### src/rtl/debug_dump_sequencer_pkg.sv
// Shared types and constants for the post-halt debug dump sequencer.
// Optional feature macro: DUMP_CYCLE_COUNT_EN adds a cycle-count word after the PC.
package debug_dump_sequencer_pkg;

  localparam int DUMP_NB_DATA     = 32;
  localparam int DUMP_NB_REG      = 5;
  localparam int DUMP_NB_ADDR     = 7;
  localparam int DUMP_N_MEM_WORDS = 16;
  localparam int BYTES_PER_WORD   = DUMP_NB_DATA / 8;

  typedef enum logic [2:0] {
    ST_IDLE,
    ST_FETCH,
    ST_CAPTURE,
    ST_SEND,
    ST_WAIT_TX,
    ST_FINISH
  } state_e;

  typedef enum logic [1:0] {
    WC_PC,
    WC_CYC,
    WC_REG,
    WC_MEM
  } word_class_e;

`ifdef DUMP_CYCLE_COUNT_EN
  localparam int CYC_WORDS = 1;
`else
  localparam int CYC_WORDS = 0;
`endif

  function automatic int dump_words(input int n_regs, input int n_mem);
    return 1 + CYC_WORDS + n_regs + n_mem;
  endfunction

endpackage

### src/rtl/debug_dump_sequencer_if.sv
// Bus between the dump sequencer (master) and the debug read ports / UART TX (slave).
// Byte handshake: o_tx_start pulses once per byte with o_tx_data valid; o_tx_data holds until i_tx_done, which completes the byte.
interface debug_dump_sequencer_if #(
  parameter int NB_DATA = 32,
  parameter int NB_REG  = 5,
  parameter int NB_ADDR = 7
);
  logic               i_start;
  logic               i_run;
  logic [NB_ADDR-1:0] i_pc_value;
  logic [NB_DATA-1:0] i_br_data;
  logic [NB_DATA-1:0] i_dm_data;
  logic               i_tx_done;
  logic [NB_REG-1:0]  o_br_addr;
  logic               o_br_read;
  logic [NB_ADDR-1:0] o_dm_addr;
  logic               o_dm_read;
  logic [7:0]         o_tx_data;
  logic               o_tx_start;
  logic               o_busy;
  logic               o_done;

  modport master (
    input  i_start, i_run, i_pc_value, i_br_data, i_dm_data, i_tx_done,
    output o_br_addr, o_br_read, o_dm_addr, o_dm_read, o_tx_data, o_tx_start, o_busy, o_done
  );

  modport slave (
    output i_start, i_run, i_pc_value, i_br_data, i_dm_data, i_tx_done,
    input  o_br_addr, o_br_read, o_dm_addr, o_dm_read, o_tx_data, o_tx_start, o_busy, o_done
  );
endinterface

### src/rtl/debug_dump_sequencer_word_serializer.sv
// Holds one captured word and presents it a byte at a time, LSB first.
// last_o flags that the byte currently presented is the final byte of the word.
module debug_dump_sequencer_word_serializer #(
  parameter int NB_DATA = 32
) (
  input  logic               clk_i,
  input  logic               rst_i,
  input  logic               load_i,
  input  logic               shift_i,
  input  logic [NB_DATA-1:0] word_i,
  output logic [7:0]         byte_o,
  output logic               last_o
);
  localparam int BPW = NB_DATA / 8;
  localparam int BW  = (BPW > 1) ? $clog2(BPW) : 1;

  logic [NB_DATA-1:0] shreg_q, shreg_d;
  logic [BW-1:0]      idx_q, idx_d;

  always_comb begin
    shreg_d = shreg_q;
    idx_d   = idx_q;
    if (load_i) begin
      shreg_d = word_i;
      idx_d   = '0;
    end else if (shift_i) begin
      shreg_d = shreg_q >> 8;
      idx_d   = idx_q + BW'(1);
    end
  end

  always_ff @(posedge clk_i) begin
    if (rst_i) begin
      shreg_q <= '0;
      idx_q   <= '0;
    end else begin
      shreg_q <= shreg_d;
      idx_q   <= idx_d;
    end
  end

  assign byte_o = shreg_q[7:0];
  assign last_o = (idx_q == BW'(BPW - 1));

endmodule

### src/rtl/debug_dump_sequencer.sv
// Post-halt dump: PC, [cycle count], register file, data memory, streamed to UART TX.
// Optional feature macro: DUMP_CYCLE_COUNT_EN (cycle counter word sent after the PC).
module debug_dump_sequencer
  import debug_dump_sequencer_pkg::*;
#(
  parameter int NB_DATA     = DUMP_NB_DATA,
  parameter int NB_REG      = DUMP_NB_REG,
  parameter int NB_ADDR     = DUMP_NB_ADDR,
  parameter int N_MEM_WORDS = DUMP_N_MEM_WORDS
) (
  input  logic                   i_clock,
  input  logic                   i_reset,
  debug_dump_sequencer_if.master bus,
  output state_e                 o_dbg_state
);
  localparam int N_REGS   = 2 ** NB_REG;
  localparam int N_WORDS  = dump_words(N_REGS, N_MEM_WORDS);
  localparam int REG_BASE = 1 + CYC_WORDS;
  localparam int MEM_BASE = REG_BASE + N_REGS;
  localparam int IW       = $clog2(N_WORDS + 1);
  localparam int WW       = (IW > NB_ADDR) ? IW + 1 : NB_ADDR + 1;

  state_e             state_q, state_d;
  logic [WW-1:0]      word_q, word_d;
  logic [NB_REG-1:0]  br_addr_q, br_addr_d;
  logic [NB_ADDR-1:0] dm_addr_q, dm_addr_d;
  logic [WW-1:0]      reg_off, mem_off;
  word_class_e        wclass;
  logic [NB_DATA-1:0] cyc_word, cap_word;
  logic               busy;
  logic               ser_load, ser_shift, ser_last;
  logic [7:0]         ser_byte;
  logic               unused_off;

  assign busy = (state_q != ST_IDLE) && (state_q != ST_FINISH);

`ifdef DUMP_CYCLE_COUNT_EN
  logic [31:0] cyc_q;

  // Counts only while the pipeline runs outside a dump; sticks at all-ones.
  always_ff @(posedge i_clock) begin
    if (i_reset) begin
      cyc_q <= '0;
    end else if (bus.i_run && !busy && (cyc_q != 32'hFFFF_FFFF)) begin
      cyc_q <= cyc_q + 32'd1;
    end
  end

  assign cyc_word = NB_DATA'(cyc_q);
`else
  logic unused_run;
  assign unused_run = bus.i_run;
  assign cyc_word   = '0;
`endif

  assign reg_off    = word_q - WW'(REG_BASE);
  assign mem_off    = word_q - WW'(MEM_BASE);
  assign unused_off = ^{reg_off[WW-1:NB_REG], mem_off[WW-1:NB_ADDR]};

  always_comb begin
    wclass = WC_MEM;
    if (word_q == '0) begin
      wclass = WC_PC;
    end else if (word_q < WW'(REG_BASE)) begin
      wclass = WC_CYC;
    end else if (word_q < WW'(MEM_BASE)) begin
      wclass = WC_REG;
    end
  end

  always_comb begin
    case (wclass)
      WC_PC:   cap_word = NB_DATA'(bus.i_pc_value);
      WC_CYC:  cap_word = cyc_word;
      WC_REG:  cap_word = bus.i_br_data;
      default: cap_word = bus.i_dm_data;
    endcase
  end

  always_comb begin
    state_d        = state_q;
    word_d         = word_q;
    br_addr_d      = br_addr_q;
    dm_addr_d      = dm_addr_q;
    ser_load       = 1'b0;
    ser_shift      = 1'b0;
    bus.o_tx_start = 1'b0;
    bus.o_done     = 1'b0;
    bus.o_br_read  = 1'b0;
    bus.o_dm_read  = 1'b0;
    case (state_q)
      ST_IDLE: begin
        if (bus.i_start) begin
          state_d = ST_FETCH;
          word_d  = '0;
        end
      end
      ST_FETCH: begin
        state_d = ST_CAPTURE;
        if (wclass == WC_REG) begin
          bus.o_br_read = 1'b1;
          br_addr_d     = reg_off[NB_REG-1:0];
        end
        if (wclass == WC_MEM) begin
          bus.o_dm_read = 1'b1;
          dm_addr_d     = mem_off[NB_ADDR-1:0];
        end
      end
      ST_CAPTURE: begin
        ser_load = 1'b1;
        state_d  = ST_SEND;
      end
      ST_SEND: begin
        bus.o_tx_start = 1'b1;
        state_d        = ST_WAIT_TX;
      end
      ST_WAIT_TX: begin
        if (bus.i_tx_done) begin
          ser_shift = 1'b1;
          if (!ser_last) begin
            state_d = ST_SEND;
          end else if (word_q == WW'(N_WORDS - 1)) begin
            state_d = ST_FINISH;
          end else begin
            word_d  = word_q + WW'(1);
            state_d = ST_FETCH;
          end
        end
      end
      ST_FINISH: begin
        bus.o_done = 1'b1;
        word_d     = '0;
        state_d    = ST_IDLE;
      end
      default: state_d = ST_IDLE;
    endcase
  end

  always_ff @(posedge i_clock) begin
    if (i_reset) begin
      state_q   <= ST_IDLE;
      word_q    <= '0;
      br_addr_q <= '0;
      dm_addr_q <= '0;
    end else begin
      state_q   <= state_d;
      word_q    <= word_d;
      br_addr_q <= br_addr_d;
      dm_addr_q <= dm_addr_d;
    end
  end

  debug_dump_sequencer_word_serializer #(
    .NB_DATA(NB_DATA)
  ) u_ser (
    .clk_i  (i_clock),
    .rst_i  (i_reset),
    .load_i (ser_load),
    .shift_i(ser_shift),
    .word_i (cap_word),
    .byte_o (ser_byte),
    .last_o (ser_last)
  );

  // Addresses follow the fetch-cycle value and hold it until the next fetch of that class.
  assign bus.o_br_addr = br_addr_d;
  assign bus.o_dm_addr = dm_addr_d;
  assign bus.o_tx_data = ser_byte;
  assign bus.o_busy    = busy;
  assign o_dbg_state   = state_q;

endmodule

### src/flat_wrapper.sv
// flat-port wrapper written by rule: the top's interface ports become plain ports
module debug_dump_sequencer_flat import debug_dump_sequencer_pkg::*;
#(
  parameter int NB_DATA     = DUMP_NB_DATA,
  parameter int NB_REG      = DUMP_NB_REG,
  parameter int NB_ADDR     = DUMP_NB_ADDR,
  parameter int N_MEM_WORDS = DUMP_N_MEM_WORDS
)
  (i_clock, i_reset, o_dbg_state, bus_i_start, bus_i_run, bus_i_pc_value, bus_i_br_data, bus_i_dm_data, bus_i_tx_done, bus_o_br_addr, bus_o_br_read, bus_o_dm_addr, bus_o_dm_read, bus_o_tx_data, bus_o_tx_start, bus_o_busy, bus_o_done);
  debug_dump_sequencer_if #(.NB_DATA(NB_DATA), .NB_REG(NB_REG), .NB_ADDR(NB_ADDR)) bus_i ();
  input  logic i_clock;
  input  logic i_reset;
  output state_e o_dbg_state;
  input wire logic [$bits(bus_i.i_start)-1:0] bus_i_start;
  input wire logic [$bits(bus_i.i_run)-1:0] bus_i_run;
  input wire logic [$bits(bus_i.i_pc_value)-1:0] bus_i_pc_value;
  input wire logic [$bits(bus_i.i_br_data)-1:0] bus_i_br_data;
  input wire logic [$bits(bus_i.i_dm_data)-1:0] bus_i_dm_data;
  input wire logic [$bits(bus_i.i_tx_done)-1:0] bus_i_tx_done;
  output wire logic [$bits(bus_i.o_br_addr)-1:0] bus_o_br_addr;
  output wire logic [$bits(bus_i.o_br_read)-1:0] bus_o_br_read;
  output wire logic [$bits(bus_i.o_dm_addr)-1:0] bus_o_dm_addr;
  output wire logic [$bits(bus_i.o_dm_read)-1:0] bus_o_dm_read;
  output wire logic [$bits(bus_i.o_tx_data)-1:0] bus_o_tx_data;
  output wire logic [$bits(bus_i.o_tx_start)-1:0] bus_o_tx_start;
  output wire logic [$bits(bus_i.o_busy)-1:0] bus_o_busy;
  output wire logic [$bits(bus_i.o_done)-1:0] bus_o_done;
  assign bus_i.i_start = bus_i_start;
  assign bus_i.i_run = bus_i_run;
  assign bus_i.i_pc_value = bus_i_pc_value;
  assign bus_i.i_br_data = bus_i_br_data;
  assign bus_i.i_dm_data = bus_i_dm_data;
  assign bus_i.i_tx_done = bus_i_tx_done;
  assign bus_o_br_addr = bus_i.o_br_addr;
  assign bus_o_br_read = bus_i.o_br_read;
  assign bus_o_dm_addr = bus_i.o_dm_addr;
  assign bus_o_dm_read = bus_i.o_dm_read;
  assign bus_o_tx_data = bus_i.o_tx_data;
  assign bus_o_tx_start = bus_i.o_tx_start;
  assign bus_o_busy = bus_i.o_busy;
  assign bus_o_done = bus_i.o_done;
  debug_dump_sequencer #(.NB_DATA(NB_DATA), .NB_REG(NB_REG), .NB_ADDR(NB_ADDR), .N_MEM_WORDS(N_MEM_WORDS)) u_core (.i_clock(i_clock), .i_reset(i_reset), .bus(bus_i), .o_dbg_state(o_dbg_state));
endmodule
### config.mk
export PLATFORM = sky130hd
export DESIGN_NAME = debug_dump_sequencer_flat
export DESIGN_NICKNAME = d
export VERILOG_FILES = /design/src/rtl/debug_dump_sequencer_pkg.sv /design/src/rtl/debug_dump_sequencer_if.sv /design/src/rtl/debug_dump_sequencer_word_serializer.sv /design/src/rtl/debug_dump_sequencer.sv /design/src/flat_wrapper.sv
export SDC_FILE = /design/constraint.sdc
export NUM_CORES = 1
export LEC_CHECK = 0
export ABC_CLOCK_PERIOD_IN_PS = 5600
export CORE_AREA = 2 2 143 75
export CTS_CLUSTER_SIZE = 20
export DETAILED_ROUTE_END_ITERATION = 12
export DIE_AREA = 0 0 145 77
export GPL_ROUTABILITY_DRIVEN = 0
export GPL_TIMING_DRIVEN = 0
export HOLD_SLACK_MARGIN = 0.03
export PLACE_DENSITY = 0.6
export SLEW_MARGIN = 30
export SYNTH_ARGS = -nofsm -noshare
export SYNTH_HDL_FRONTEND = slang
export SYNTH_HIERARCHICAL = 1
export SYNTH_SLANG_ARGS = --single-unit
### constraint.sdc
create_clock -name i_clock -period 5.6 [get_ports i_clock]
set_clock_uncertainty 0.1 [all_clocks]
set_input_delay 1.68 -clock i_clock [delete_from_list [all_inputs] [get_ports i_clock]]
set_output_delay 1.68 -clock i_clock [all_outputs]
set_load 0.05 [all_outputs]
Yosys cells after proc, flatten, opt, wreduce, memory -nomap -nowiden
Cells that the tools add are included.

Bits of input ports: 76. Bits in registers: 57. Output and inout port bits: 28.

Reduce and logical (&&, ||, !) cells: 10. $add $sub $neg: 4. $lt $le $gt $ge: 2. Muxes and demuxes: 29. Equal/unequal tests: 15.

Operators with widths (number): 32-bit one-hot mux with 3 select lines (1); 32-bit two-way mux (2); 8-bit two-way mux (4); 8-bit one-hot mux with 3 select lines (1); 3-bit one-hot mux with 5 select lines (1); 7-bit two-way mux (2); 3-bit two-way mux (4); 1-bit two-way mux (10); 5-bit two-way mux (2); 8-bit by 1-bit adder with 8-bit output, second input constant (1); 8-bit by 6-bit equality test with 1-bit output, second input constant (1); 8-bit logical NOT (1); 8-bit by 1-bit < comparator with 1-bit output, second input constant (1); 8-bit by 6-bit < comparator with 1-bit output, second input constant (1); 7-bit by 6-bit subtractor with 7-bit output, second input constant (1); 2-bit equality test, second input constant (3); 3-bit by 2-bit equality test with 1-bit output, second input constant (2); 3-bit equality test, second input constant (2); 2-bit inequality test, second input constant (3); 3-bit nonzero test (2); 5-bit AND reduction (1); 5-bit by 1-bit subtractor with 5-bit output, second input constant (1); 2-bit two-way mux (2); 3-bit by 1-bit equality test with 1-bit output, second input constant (1); other kinds (10) (10).

Logic depth before layout (Yosys ltp)
Depth in word-level cells: 7. Depth in mapped cells: 10. Depth with buffers taken out: 8.

Cells and area by module
Netlist, hierarchy kept.

By module, submodules not included: debug_dump_sequencer (cells each 224, sequential area each 460.4 um2, area each 1821.7 um2, instances 1); debug_dump_sequencer_word_serializer (cells each 158, sequential area each 680.7 um2, area each 1574.0 um2, instances 1).

Worst setup path before layout
OpenSTA, ideal clock, no wires.

Kind: register to output. From: register u_core.word_q[0]. To: output port bus_o_dm_addr[6]. Path buffers: 1. Data arrival time: 2.766 ns. Stages on the path, launching flop included: 8. Slack: 1.054 ns. Path through: dfxtp_1 clkbuf_1 inv_1 ha_1 or4b_4 a21oi_1 nor2_1 a311oi_1.

Word-level cells in the longest chain between the ends: 7. Elaborated cells between the ends (all ways): 10.

RTL lines: start, declared (RTL line debug_dump_sequencer.sv:24) `logic [WW-1:0] word_q, word_d;`; start signal, assigned (RTL line debug_dump_sequencer.sv:147) `word_q <= word_d;`; 8-bit by 6-bit < comparator with 1-bit output (RTL line debug_dump_sequencer.sv:66) `end else if (word_q < WW'(MEM_BASE)) begin`; 1-bit two-way mux (RTL line debug_dump_sequencer.sv:66); 2-bit two-way mux (RTL line debug_dump_sequencer.sv:64) `end else if (word_q < WW'(REG_BASE)) begin`; 2-bit two-way mux (RTL line debug_dump_sequencer.sv:62) `if (word_q == '0) begin`; 2-bit equality test (RTL line debug_dump_sequencer.sv:104) `if (wclass == WC_MEM) begin`; 7-bit two-way mux (*) (RTL line debug_dump_sequencer.sv:104); 7-bit two-way mux (*) (RTL line debug_dump_sequencer.sv:91) `case (state_q)`; end, declared (RTL line flat_wrapper.sv:22) `output wire logic [$bits(bus_i.o_dm_addr)-1:0] bus_o_dm_addr;`.

Every way passes the cells marked *; elsewhere a longest branch is shown, timed or not.

Final worst setup path
From: register u_core.word_q[0]. To: output port bus_o_br_addr[2].

Word-level cells in the longest chain between the ends: 7. Elaborated cells between the ends (all ways): 10.

RTL lines: 8-bit by 6-bit < comparator with 1-bit output (RTL line debug_dump_sequencer.sv:66); 1-bit two-way mux (RTL line debug_dump_sequencer.sv:66); 2-bit two-way mux (RTL line debug_dump_sequencer.sv:64); 2-bit two-way mux (RTL line debug_dump_sequencer.sv:62); 2-bit equality test (RTL line debug_dump_sequencer.sv:100) `if (wclass == WC_REG) begin`; 5-bit two-way mux (*) (RTL line debug_dump_sequencer.sv:100); 5-bit two-way mux (*) (RTL line debug_dump_sequencer.sv:91); end, declared (RTL line flat_wrapper.sv:20) `output wire logic [$bits(bus_i.o_br_addr)-1:0] bus_o_br_addr;`.

Marked as above.

==> impl_results.md <==
- WHS Path Cells: 2
- Tot Pwr: 1.23 mW
- CTS Sinks: 57
- CP endpoint kind: output pin
- Post-Synth Adder-Cell Area: 0.0147
- Area Growth Syn to Fin: 44.5%
- H-Tree Level Count: 3
- Post-synthesis mux area share: 0.0995
- Synth Area per Inst: 8.89 um^2
- # rows: 26
- Vias in the first global route: 3293
- Pre-CTS WS: 0.348 ns
- Largest net degree at the start of global routing: 11
- Synthesis-stage register bit count: 57
- Netlist Area Pre-Place: 3400 um^2
- PortBufs: 101
- Fin crit share: 0.944
- Post-CTS Hold Buffers: 0
- Reg2reg path depth: 10
- Finished Core Util: 0.495
- Combinational family with the most area after synthesis: compound AO/OA/AOI/OAI gates
- Routed vias: 3291
- Post-Synth XOR/XNOR Area: 0.0103
- Critical path required time: 3.82 ns
- Leak: 1.86 nW
- Number of CTS-inserted buffers: 9
- First-pass GRT wire length: 17.7 mm
- CP Launch Type: flop
- Die height: 77 um
- Post-DRT Antenna Nets: 0
- Wire per inst: 17.0 um
- Setup repair after global routing missed its margin: false
- Setup_tns: 0 ns
- Post-synthesis compound-gate area fraction: 0.256
- Fin Hold WS: 0.364 ns
- Seq/Total Area, Yosys: 0.336
- Simple-gate area share of the yosys netlist: 0.198
- CTS tree: built
- Die Area: 11200 um^2
- Fillers: 945
- Tot GR Track Use: 0.202
- Crit path largest cell delay: 0.83 ns
- DRC Markers: 0
- Post-DP HPWL: 8.32 mm
- Yosys top cell area share: 0.336
- Critical Path, Cell by Cell: clkbuf_1, inv_1, ha_1, nor4b_1, nand2_1, a21o_1, buf_4, a21oi_1, clkdlybuf4s50_1
- Core footprint: 9920 um^2
- Count of final setup violators: 0
- Pwr Density: 251 nW/um^2
- Status: completed
- Skew-Pair Late Insertion Delay: 0.33 ns
- Min-delay worst type: reg -> reg
- Drt first pass iters: 5
- Remaining Overflow, GRT: 0
- Vias per inst: 5.15
- Final setup margin: 0.312 ns
- Layout cells sized above 1: 0.126
- I/O pin count: 104
- Final Hold Viols: 0
- Fmax achieved: 189 MHz
- # diodes: 0
- Clock Path Buffers: 2
- CP arrival: 3.51 ns
- Synth unique cells: 57
- Worst Hold Path EP: u_core/dm_addr_q[1]
- Post-cts sizing count: 1
- Final Critical Period: 5.29 ns
- Max Cap Violations: 0
- Number of enable flip-flop cells after synthesis: 0
- Post-CTS Setup Bufs: 0
- Antenna violations before repair: 0
- HP Start: u_core/dm_addr_q[1]
- RR Startpoint: u_core/word_q[0]
- Asr flop ratio synth: 0
- Top cells by area, synth: dfxtp_1, a22o_1, mux2i_1
- Initial core utilization: 0.342
- Slew Limit Fails: 0
- FF-to-FF End: u_core/u_ser/shreg_q[2]
- Worst Path Class, Setup: reg -> out
- Mapped Cells: 382
- Nets@finish: 574
- Peak supply drop: 0.123 mV
- Worst Max-Slew Pin Slew: 0.711 ns
- Die width: 145 um
- DR iter-0 viols: 210
- Reg clk slew, reported paths: 0.05 ns
- Reg2reg setup slack: 2.47 ns
- Most used DFF post-synth: dfxtp_1
- Relative slew slack: 0.526
- Synth Warn #: 6
- Drt total wl: 10.8 mm
- Clock root buffer: clkbuf_16
- Critical Path Fanout Max: 10
- Area leader, netlist: dfxtp_1
- Slowest CP cell: clkdlybuf4s50_1
- Syn_nets: 462
## flip-flops by register name, indices dropped and copies added, names as in the netlist
signal / cells
u_core/u_ser/idx_q: 2
u_core/o_dbg_state: 3
u_core/u_ser/shreg_q: 32
u_core/br_addr_q: 5
u_core/word_q: 8
u_core/dm_addr_q: 7
## where the power goes
group          internal [mW]  leakage (nW)  switching (mW)
sequential             0.423         0.461          0.0131
clock                  0.379         0.151           0.190
combinational          0.113          1.25           0.115
total                  0.915          1.86           0.318
## critical path, delay by kind of cell (launching register included)
| family | cells | cell delay (ns) |
|---|---|---|
| AOI/OAI and AO/OA | 2 | 0.43 |
| adders and majority gates | 1 | 0.28 |
| buffers and inverters | 4 | 1.44 |
| DFF | 1 | 0.31 |
| and+or+nand+nor | 2 | 0.70 |
## synth_stat cells, drive strengths merged, types with 2 or more instances
master,n
a21o,9
inv,12
nor3b,4
nand2,20
nor3,5
and2b,3
buf,25
nand4,2
xor2,3
dfxtp,57
a22o,32
nor2b,24
ha,4
and2,2
mux2,5
clkbuf,20
o21ai,4
nand3,5
or2,4
mux2i,27
a211oi,30
or4,6
or3b,10
nor4,2
or3,2
nor2,16
o31ai,6
a21oi,27
## cells by family (layout without fill, tap and decap cells)
| group | Yosys count | after routing |
|---|---|---|
| AO/OA/AOI/OAI | 116 | 116 |
| XOR/XNOR | 4 | 4 |
| adder cells (fa/ha/maj) | 4 | 4 |
| buffers and inverters | 57 | 174 |
| flip-flops | 57 | 57 |
| multiplexers | 32 | 32 |
| AND/OR/NAND/NOR | 112 | 112 |
## area by class of cell
class / count / area, um^2 / area share
buffer: 45 / 245 / 0.0500
clock buffer: 12 / 267 / 0.0543
clock inverter: 4 / 50.0 / 0.0102
inverter: 12 / 45.0 / 0.00918
multi-input combinational: 268 / 1970 / 0.402
sequential: 57 / 1140 / 0.232
tap: 140 / 175 / 0.0357
timing repair buffer: 101 / 1010 / 0.206
## cell usage in the layout (no fill, tap or decap), types with 6 or more instances in the layout
cell type,n
a211oi_1,30
a21o_1,9
a21oi_1,26
a22o_1,32
buf_2,8
buf_4,11
clkbuf_1,18
clkbuf_16,9
clkdlybuf4s50_1,101
dfxtp_1,57
inv_1,11
mux2i_1,27
nand2_1,20
nor2_1,16
nor2b_1,24
o31ai_1,6
or4_1,6
## per-layer routing
metal  track usage  up-vias  part of all wire
li1              -     1622                 -
met1         0.313     1545              0.57
met2         0.257      113              0.35
met3        0.0708       11             0.076
met4        0.0436        0            0.0076
met5             0        -                 0
## worst max path at each step
stage / from / to
floorplan: u_core/word_q[0] / bus_o_dm_addr[6]
global placement: u_core/word_q[0] / bus_o_dm_addr[0]
detailed placement: u_core/word_q[0] / bus_o_dm_addr[0]
CTS: u_core/word_q[0] / bus_o_dm_addr[0]
global route: u_core/word_q[0] / bus_o_br_addr[2]
finish: u_core/word_q[0] / bus_o_br_addr[2]
## stage by stage
| step | cell area, um^2 | instances |
|---|---|---|
| 4_1_cts | 4900 | 639 |
| 3_5_place_dp | 4580 | 623 |
| 5_1_grt | 4910 | 639 |
| 6_report | 4910 | 639 |
| 3_3_place_gp | 4580 | 623 |
| 2_1_floorplan | 3400 | 382 |
Power figures use the tool's default switching activity.
